### config.mk
export PLATFORM = sky130hd
export DESIGN_NAME = fc_mac_engine
export DESIGN_NICKNAME = d
export VERILOG_FILES = /design/src/rtl/fc_mac_engine.sv
export SDC_FILE = /design/constraint.sdc
export NUM_CORES = 2
export LEC_CHECK = 0
export BUFFER_PORTS_ARGS = -buffer_cell sky130_fd_sc_hd__buf_2
export CAP_MARGIN = 5
export CELL_PAD_IN_SITES_DETAIL_PLACEMENT = 0
export CELL_PAD_IN_SITES_GLOBAL_PLACEMENT = 2
export CORE_ASPECT_RATIO = 0.9
export CORE_MARGIN = 8
export CORE_UTILIZATION = 40
export CTS_BUF_LIST = sky130_fd_sc_hd__clkbuf_16
export CTS_CLUSTER_DIAMETER = 50
export CTS_CLUSTER_SIZE = 40
export DETAILED_ROUTE_END_ITERATION = 6
export PLACE_DENSITY = 0.67
export SLEW_MARGIN = 30
export SYNTH_ARGS = -nofsm -noshare
export SYNTH_HDL_FRONTEND = slang
export SYNTH_SLANG_ARGS = --single-unit
export TNS_END_PERCENT = 20
### constraint.sdc
create_clock -name clk -period 9.84 [get_ports clk]
set_input_delay 1.476 -clock clk [delete_from_list [all_inputs] [get_ports clk]]
set_output_delay 1.476 -clock clk [all_outputs]
set_load 0.03 [all_outputs]
### src/rtl/fc_mac_engine.sv
// Fully-connected layer MAC engine: buffers one int8 activation vector, streams
// weight rows from a registered-read ROM, and emits requantized int8 results.
module fc_mac_engine #(
  parameter int unsigned NUM_IN  = 400,
  parameter int unsigned NUM_OUT = 120,
  parameter int unsigned ACC_W   = 32,
  parameter int unsigned SHIFT   = 8,
  parameter int unsigned RELU    = 1
) (
  input  logic                                 clk,
  input  logic                                 rst_n,
  input  logic                                 in_valid,
  output logic                                 in_ready,
  input  logic [7:0]                           in_data,
  output logic [$clog2(NUM_IN*NUM_OUT)-1:0]    rom_addr,
  input  logic [7:0]                           rom_q,
  output logic                                 out_valid,
  input  logic                                 out_ready,
  output logic [7:0]                           out_data,
  output logic                                 out_last,
  output logic                                 busy
);

  localparam int unsigned ADDR_W = $clog2(NUM_IN * NUM_OUT);
  localparam int unsigned CNT_W  = (NUM_IN > 1) ? $clog2(NUM_IN) : 1;
  localparam int unsigned NRN_W  = (NUM_OUT > 1) ? $clog2(NUM_OUT) : 1;
  localparam logic [CNT_W-1:0] CNT_LAST = CNT_W'(NUM_IN - 1);
  localparam logic [NRN_W-1:0] NRN_LAST = NRN_W'(NUM_OUT - 1);
  localparam logic signed [ACC_W-1:0] Q_MAX = ACC_W'(127);
  localparam logic signed [ACC_W-1:0] Q_MIN = ACC_W'(-128);

  typedef enum logic [1:0] {LOAD, COMPUTE, DRAIN, EMIT} state_t;

  state_t                    state, state_n;
  logic [CNT_W-1:0]          cnt;
  logic [NRN_W-1:0]          neuron;
  logic signed [ACC_W-1:0]   acc;
  logic signed [7:0]         act_d;
  logic                      pv;
  logic signed [7:0]         act [NUM_IN];
  logic signed [15:0]        prod;
  logic signed [ACC_W-1:0]   acc_sum;
  logic signed [ACC_W-1:0]   shifted;
  logic [7:0]                rq;

  // Next-state logic
  always_comb begin
    state_n = state;
    unique case (state)
      LOAD:    if (in_valid && cnt == CNT_LAST) state_n = COMPUTE;
      COMPUTE: if (cnt == CNT_LAST) state_n = DRAIN;
      DRAIN:   state_n = EMIT;
      EMIT:    if (out_valid && out_ready) state_n = (neuron == NRN_LAST) ? LOAD : COMPUTE;
      default: state_n = LOAD;
    endcase
  end

  always_ff @(posedge clk or negedge rst_n) begin
    if (!rst_n) state <= LOAD;
    else        state <= state_n;
  end

  // Product of the weight returned this cycle and the activation issued with its address
  assign prod    = $signed(rom_q) * act_d;
  assign acc_sum = acc + (pv ? {{(ACC_W-16){prod[15]}}, prod} : '0);

  // Requantize: arithmetic shift (floor), optional ReLU, int8 saturation
  always_comb begin
    shifted = acc_sum >>> SHIFT;
    rq      = shifted[7:0];
    if (RELU != 0 && shifted < 0) rq = 8'd0;
    else if (shifted > Q_MAX)     rq = 8'h7f;
    else if (shifted < Q_MIN)     rq = 8'h80;
  end

  // Activation buffer is deliberately not reset
  always_ff @(posedge clk) begin
    if (state == LOAD && in_valid) act[cnt] <= in_data;
  end

  always_ff @(posedge clk or negedge rst_n) begin
    if (!rst_n) begin
      cnt       <= '0;
      neuron    <= '0;
      rom_addr  <= '0;
      acc       <= '0;
      act_d     <= '0;
      pv        <= 1'b0;
      out_valid <= 1'b0;
      out_data  <= '0;
      out_last  <= 1'b0;
      busy      <= 1'b0;
      in_ready  <= 1'b1;
    end else begin
      in_ready <= (state_n == LOAD);
      busy     <= (state_n != LOAD);
      pv       <= 1'b0;
      unique case (state)
        LOAD: begin
          if (in_valid) begin
            if (cnt == CNT_LAST) begin
              cnt      <= '0;
              rom_addr <= '0;
              acc      <= '0;
            end else begin
              cnt <= cnt + CNT_W'(1);
            end
          end
        end
        COMPUTE: begin
          act_d <= act[cnt];
          pv    <= 1'b1;
          acc   <= acc_sum;
          // Address holds on the row's last weight and resumes after the handshake
          if (cnt == CNT_LAST) begin
            cnt <= '0;
          end else begin
            cnt      <= cnt + CNT_W'(1);
            rom_addr <= rom_addr + ADDR_W'(1);
          end
        end
        DRAIN: begin
          acc       <= acc_sum;
          out_data  <= rq;
          out_valid <= 1'b1;
          out_last  <= (neuron == NRN_LAST);
        end
        EMIT: begin
          if (out_valid && out_ready) begin
            out_valid <= 1'b0;
            out_last  <= 1'b0;
            acc       <= '0;
            if (neuron == NRN_LAST) begin
              neuron <= '0;
            end else begin
              neuron   <= neuron + NRN_W'(1);
              rom_addr <= rom_addr + ADDR_W'(1);
            end
          end
        end
        default: ;
      endcase
    end
  end

endmodule

After elaboration in Yosys (flattened, before gate mapping)
Memories as Yosys holds them, arrays and structs flattened. A register that Yosys moved wholly into a read port is not among the register bits.
Index checks and enable logic that the tools add are counted.
Widths: inputs -> output; s select.
Cells by class
  add/sub/neg operators: 4
  magnitude comparators: 3
  bitwise operators: 0
  equal/unequal tests: 10
  divide/modulo/power cells: 0
  multiplexer cells: 29
  multiply operators: 1
  reduce and logical (&&, ||, !) cells: 16
  shifts and indexed selects: 0
Operator list (number)
  $mux 32: 4
  $pmux 32 s3: 1
  $mux 16: 5
  $pmux 16 s3: 1
  $add 32x32->32: 1
  $gt 24x8->1 const B: 1
  $lt 24x1->1 const B: 1
  $lt 24x8->1 const B: 1
  $mux 8: 3
  $mux 9: 2
  $pmux 9 s2: 1
  $add 16x1->16 const B: 1
  $mul 8x8->16: 1
  $ne 2x2->1 const B: 5
  $add 9x1->9 const B: 1
  $eq 9x9->1 const B: 1
  $pmux 2 s4: 1
  $add 7x1->7 const B: 1
  $eq 7x7->1 const B: 1
  $mux 7: 1
  $mux 2: 3
  $reduce_and 2->1: 3
  $reduce_and 6->1: 1
  $reduce_bool 2->1: 3
  other kinds (10): 19
Word-level totals
  bits in read-only memories: 0
  input port bits: 20
  memory bits (writable): 3200
  logic and storage cells: 75
  bits in registers: 79
  latch bits: 0
  memories: 1
Memory list
  act: depth 400, bits a word 8, rd ports 1, clocked after Yosys merged registers in 1, wr ports 1, RTL line 40  | logic signed [7:0] act [NUM_IN];

Longest topological paths before layout
  depth in word-level cells: 7
  gate-level depth with buffers: 30
  mapped depth without buffers: 29

Least setup slack after synthesis
No wires, ideal clock.
  path type: input-to-reg
  start point: input rom_q[7]
  end point: register out_data[0]
  setup slack: 1.883 ns
  arrival time: 7.810 ns
  setup time: 0.147 ns
  cell stages on the path: 23
  buffers on the path: 0
  cell sequence: nand2_1 -> fa_1 -> inv_1 -> fa_1 -> inv_1 -> fa_1 -> inv_1 -> fa_1 -> ha_1 -> or4_1 -> o211a_1 -> xnor2_1 -> and2_1 -> ha_1 -> a21oi_1 -> nand2_1 -> a221o_1 -> or4_1 -> o21ai_1 -> mux2i_1 -> nand2_1 -> nor4b_2 -> a21oi_1
Between the ends
  longest elaborated chain between the ends: 7
  elaborated cells on any way between the ends: 9
RTL lines
  start, declared: RTL line 16  | input logic [7:0] rom_q,
  $mul 8x8->16 *: RTL line 64  | assign prod = $signed(rom_q) * act_d;
  $mux 32 *: RTL line 65  | assign acc_sum = acc + (pv ? {{(ACC_W-16){prod[15]}}, prod} : '0);
  $add 32x32->32 *: RTL line 65
  $lt 24x8->1: RTL line 73  | else if (shifted < Q_MIN) rq = 8'h80;
  $mux 8: RTL line 73
  $mux 8: RTL line 72  | else if (shifted > Q_MAX) rq = 8'h7f;
  $mux 8 *: RTL line 71  | if (RELU != 0 && shifted < 0) rq = 8'd0;
  end signal, assigned: RTL line 124  | out_data <= rq;
  end, declared: RTL line 19  | output logic [7:0] out_data,
Mark *: on every way between the ends. The rest lies on a longest branch, timed or not.
A chain may end at the register's enable or synchronous reset.

Final worst setup path
  start point: register act_d[2] (read register of act)
  end point: register out_data[1]
Between the ends
  longest elaborated chain between the ends: 7
  elaborated cells on any way between the ends: 9
RTL lines
  start, declared: RTL line 38  | logic signed [7:0] act_d;
  $mul 8x8->16 *: RTL line 64
  $mux 32 *: RTL line 65
  $add 32x32->32 *: RTL line 65
  $lt 24x8->1: RTL line 73
  $mux 8: RTL line 73
  $mux 8: RTL line 72
  $mux 8 *: RTL line 71
Marks and branches as above.

==> qor.json <==
{
  "run_status": "finished, final reports clean",
  "critPathMaxFanout": 17,
  "first_iter_violations": 6667,
  "cp.buffers_inverters": 3,
  "layout.cell_area.non_filler_um2": 148000,
  "fin_ws_ps": 1400,
  "drc": 0,
  "hold_viol_final": 0,
  "worst_ep_arrival_time_ps": 9180,
  "max_slew_margin_pct": 28.9,
  "netlist_top_cells_area": "sky130_fd_sc_hd__edfxtp_1, sky130_fd_sc_hd__mux4_2, sky130_fd_sc_hd__dfrtp_1",
  "synth.avg_cell_area_um2": 21.6,
  "placement.io_buffers": 47,
  "grt-ovfl-total": 0,
  "hold_path_class": "reg2reg",
  "floorplan.core_area_um2": 327000,
  "timing.critical_path.from_type": "register",
  "number_of_synthesized_register_bits": 3287,
  "clk_pin_slew_worst_paths_ps": 70,
  "p_clk_share_pct": 36.6,
  "grt_pass1_vias": 62100,
  "synthToLayoutAreaGrowth_pct": 12.7,
  "final_min_period_over_clock_period_pct": 85.8,
  "regToRegStartpoint": "act_d[2]",
  "synth_warnings": 0,
  "count_of_antenna_violating_nets_left_after_detailed_routing": 0,
  "path_class": "reg2reg",
  "power.share.combinational_pct": 18.7,
  "drt_pass1_iterations": 5,
  "grt_first_pass_wirelength_um": 470000,
  "route.detailed.vias_per_inst": 5.70,
  "critPathRequiredTime_ps": 10570,
  "power_density_normalized_to_cell_area_nw_per_um2": 235,
  "nFillCells": 27300,
  "worst_path_dominant_cell_family": "adder cells",
  "cts_max_path_buffers": 4,
  "yosysTopAreaCell": "sky130_fd_sc_hd__edfxtp_1",
  "cell_internal_pwr_mw": 24.9,
  "post_place_setup_slack_ps": 439,
  "groute.usage.overall_pct": 18.6,
  "p_leak_nw": 46.4,
  "numCtsBuffers": 310,
  "synth_top_flop_cell": "sky130_fd_sc_hd__edfxtp_1",
  "routabilityCongestion": 0.768,
  "post_cts_hold_buffer_count": 0,
  "finalNetCount": 6355,
  "rsz_0062_raised_after_global_routing": "false",
  "slew_viol_final": 0,
  "fin_crit_ps": 8440,
  "power.net_switching_mw": 9.82,
  "die-width_um": 620,
  "antenna_found_initial": 12,
  "postCtsSetupRepairBufs": 0,
  "critical_path.startpoint": "act_d[2]",
  "half_perimeter_wire_length_after_detailed_placement_um": 191000,
  "post_cts.resized_instances": 0,
  "setup_violations": 0,
  "clk_latency_ps": 920,
  "std_cell_rows": 199,
  "floorplan.initialDensity_pct": 40.2,
  "chipHeight_um": 560,
  "power.share.switching_pct": 28.3,
  "number_of_cells_produced_by_synthesis": 6085,
  "drt-wirelength-per-cell_um": 30.4,
  "tns_ps": 0,
  "timing.hold.worst.start": "neuron[6]",
  "cpMaxStageDelayCell": "sky130_fd_sc_hd__fa_1",
  "clock-skew-final_ps": 33.5,
  "top_level_ports": 48,
  "grt_max_degree": 217,
  "power_frac_seq_pct": 44.7,
  "crit_path_frequent_cell": "sky130_fd_sc_hd__fa_1",
  "placed_cell_area_um2": 137000,
  "endpoint_kind": "register",
  "synthArstFlopShare_pct": 2.65,
  "synth_enable_flop_cells": 3200,
  "maxClockFrequency_ghz": 0.118,
  "netlist.area_leader.share_pct": 73.2,
  "die_area_um2": 347000,
  "crit_chain": "nand2_1 > fa_1 > inv_1 > fa_1 > inv_1 > fa_1 > inv_1 > fa_1 > ha_1 > or4_1 > o211a_1 > xnor2_1 > and2_1 > ha_1 > a21oi_1 > o21ai_1 > a221o_1 > or4_1 > o21ai_1 > mux2i_1 > nand2_1 > nor4b_2 > a21oi_1",
  "cts.sinks": 3287,
  "yosysSeqAreaShare_pct": 74.9,
  "peakVddDrop_v": 0.000175,
  "htree_num_levels": 5,
  "timing_worst_slew_pin_value_ps": 1070,
  "dr_total_vias": 61500,
  "netlist-cell-type-count": 67,
  "drt_wl_total_um": 328000,
  "syn-num-nets": 6231,
  "synth.cell_area_um2": 131000,
  "clock_tree_from_tritoncts": "built",
  "cap_viol_max_count": 0,
  "drive_above_1_share_pct": 26.8,
  "cts_root_buf": "sky130_fd_sc_hd__clkbuf_16",
  "slowest_delay_ps": 750
}
worst reg2reg max path: stages (launching register included):
cell                      delay, ps
sky130_fd_sc_hd__dfrtp_1        680
sky130_fd_sc_hd__nand2_1        270
sky130_fd_sc_hd__fa_1           750
sky130_fd_sc_hd__inv_1          100
sky130_fd_sc_hd__fa_1           510
sky130_fd_sc_hd__inv_1           50
sky130_fd_sc_hd__fa_1           500
sky130_fd_sc_hd__inv_1           50
sky130_fd_sc_hd__fa_1           450
sky130_fd_sc_hd__ha_1           230
sky130_fd_sc_hd__or4_1          540
sky130_fd_sc_hd__o211a_1        230
sky130_fd_sc_hd__xnor2_1        130
sky130_fd_sc_hd__and2_1         690
sky130_fd_sc_hd__ha_1           450
sky130_fd_sc_hd__a21oi_1        200
sky130_fd_sc_hd__o21ai_1        130
sky130_fd_sc_hd__a221o_1        360
sky130_fd_sc_hd__or4_1          410
sky130_fd_sc_hd__o21ai_1        360
sky130_fd_sc_hd__mux2i_1        260
sky130_fd_sc_hd__nand2_1        100
sky130_fd_sc_hd__nor4b_2        680
sky130_fd_sc_hd__a21oi_1        150
power groups by stage:
| stage | Clock (mW) | Sequential (mW) | Combinational [mW] |
|---|---|---|---|
| 6_report | 12.7 | 15.5 | 6.48 |
| 2_1_floorplan | 0 | 15.7 | 3.96 |
| 3_5_place_dp | 0 | 15.8 | 6.58 |
| 3_3_place_gp | 0 | 15.8 | 6.54 |
| 4_1_cts | 13.0 | 15.5 | 6.58 |
| 5_1_grt | 13.4 | 15.5 | 6.76 |
worst paths after layout:
kind	end	slack [ps]	cells after the start
worst max-delay path	out_data[1]	1400	23
worst min-delay path	neuron[6]	480	1
max in group asynchronous	cnt[0]	8060	2
worst max register to register	out_data[1]	1400	23
min in group asynchronous	acc[27]	580	1
worst min register to register	neuron[6]	480	1
cell type report:
cell class / instances / area [um^2] / share of cell area [%]
well taps: 4321 / 5410 / 3.66
flip-flops and latches: 3287 / 98300 / 66.5
clock inverters: 252 / 2940 / 1.99
clock buffers: 321 / 8030 / 5.43
repair buffers: 147 / 1420 / 0.959
diodes: 5 / 12.5 / 0.00846
inverters: 106 / 400 / 0.271
multi-input cells: 2357 / 31400 / 21.2
flip-flops by register name, indices dropped and copies added, names as in the netlist:
register	flops
in_ready	1
rom_addr	16
act	3200
state	2
neuron	7
out_last	1
out_data	8
out_valid	1
cnt	9
acc	32
act_d	8
busy	1
pv	1
metal layers:
layer	vias up	routed length, um	global-route usage [%]	share of wire, %
met4	2	6200	3.52	1.9
met1	33500	143000	27.5	44
met3	371	23200	3.41	7.1
met5	-	13	0	0.0040
li1	25600	-	-	-
met2	2059	155000	29.3	47
kinds of logic after synthesis:
family	count (synthesis)	synth area share, %
adders and majority gates	126	1.52
xor gates and xnor gates	58	0.397
muxes	1085	17.9
DFF	3287	74.9
buffers and inverters	441	1.38
and+or+nand+nor	817	2.70
AOI/OAI and AO/OA	271	1.30
stage by stage:
stage	hold slack, ps	util (%)	total power, mW	cells
final	482	45.3	34.7	10800
after global routing	505	45.3	35.7	10800
after CTS	484	45.3	35.1	10800
after detailed placement	476	41.9	22.4	10200
after global placement	469	41.9	22.4	10200
after floorplan	443	-	19.7	6085
layout by cell type (no fill, tap or decap), drive strengths merged, types with 12 or more instances in the layout:
cell | synthesis | layout
edfxtp | 3200 | 3200
mux4 | 1005 | 1005
nor2 | 460 | 460
clkbuf | 185 | 321
inv | 105 | 220
nand2 | 159 | 159
buf | 150 | 147
clkinv | 1 | 100
dfrtp | 86 | 86
mux2i | 76 | 76
o21ai | 71 | 71
ha | 70 | 70
a21oi | 64 | 64
and2 | 58 | 58
fa | 56 | 56
xnor2 | 36 | 36
nor3 | 28 | 28
o22ai | 27 | 27
xor2 | 21 | 21
a31oi | 21 | 21
nand3 | 20 | 20
nor2b | 20 | 20
clkinvlp | 0 | 19
bufinv | 0 | 19
a21o | 14 | 14
nand2b | 13 | 13
and3 | 12 | 12
nand4 | 12 | 12
a22oi | 12 | 12
cells in the mapped netlist (all sizes together) (12+ instances only):
cell / count
dfrtp: 86
a21o: 14
nand2: 159
fa: 56
a21oi: 64
and3: 12
buf: 150
xnor2: 36
nor3: 28
a22oi: 12
o22ai: 27
nand4: 12
xor2: 21
mux4: 1005
and2: 58
nand2b: 13
o21ai: 71
nand3: 20
inv: 105
a31oi: 21
nor2b: 20
nor2: 460
ha: 70
clkbuf: 185
edfxtp: 3200
mux2i: 76
Note: power is estimated with default switching activity, not from simulation.
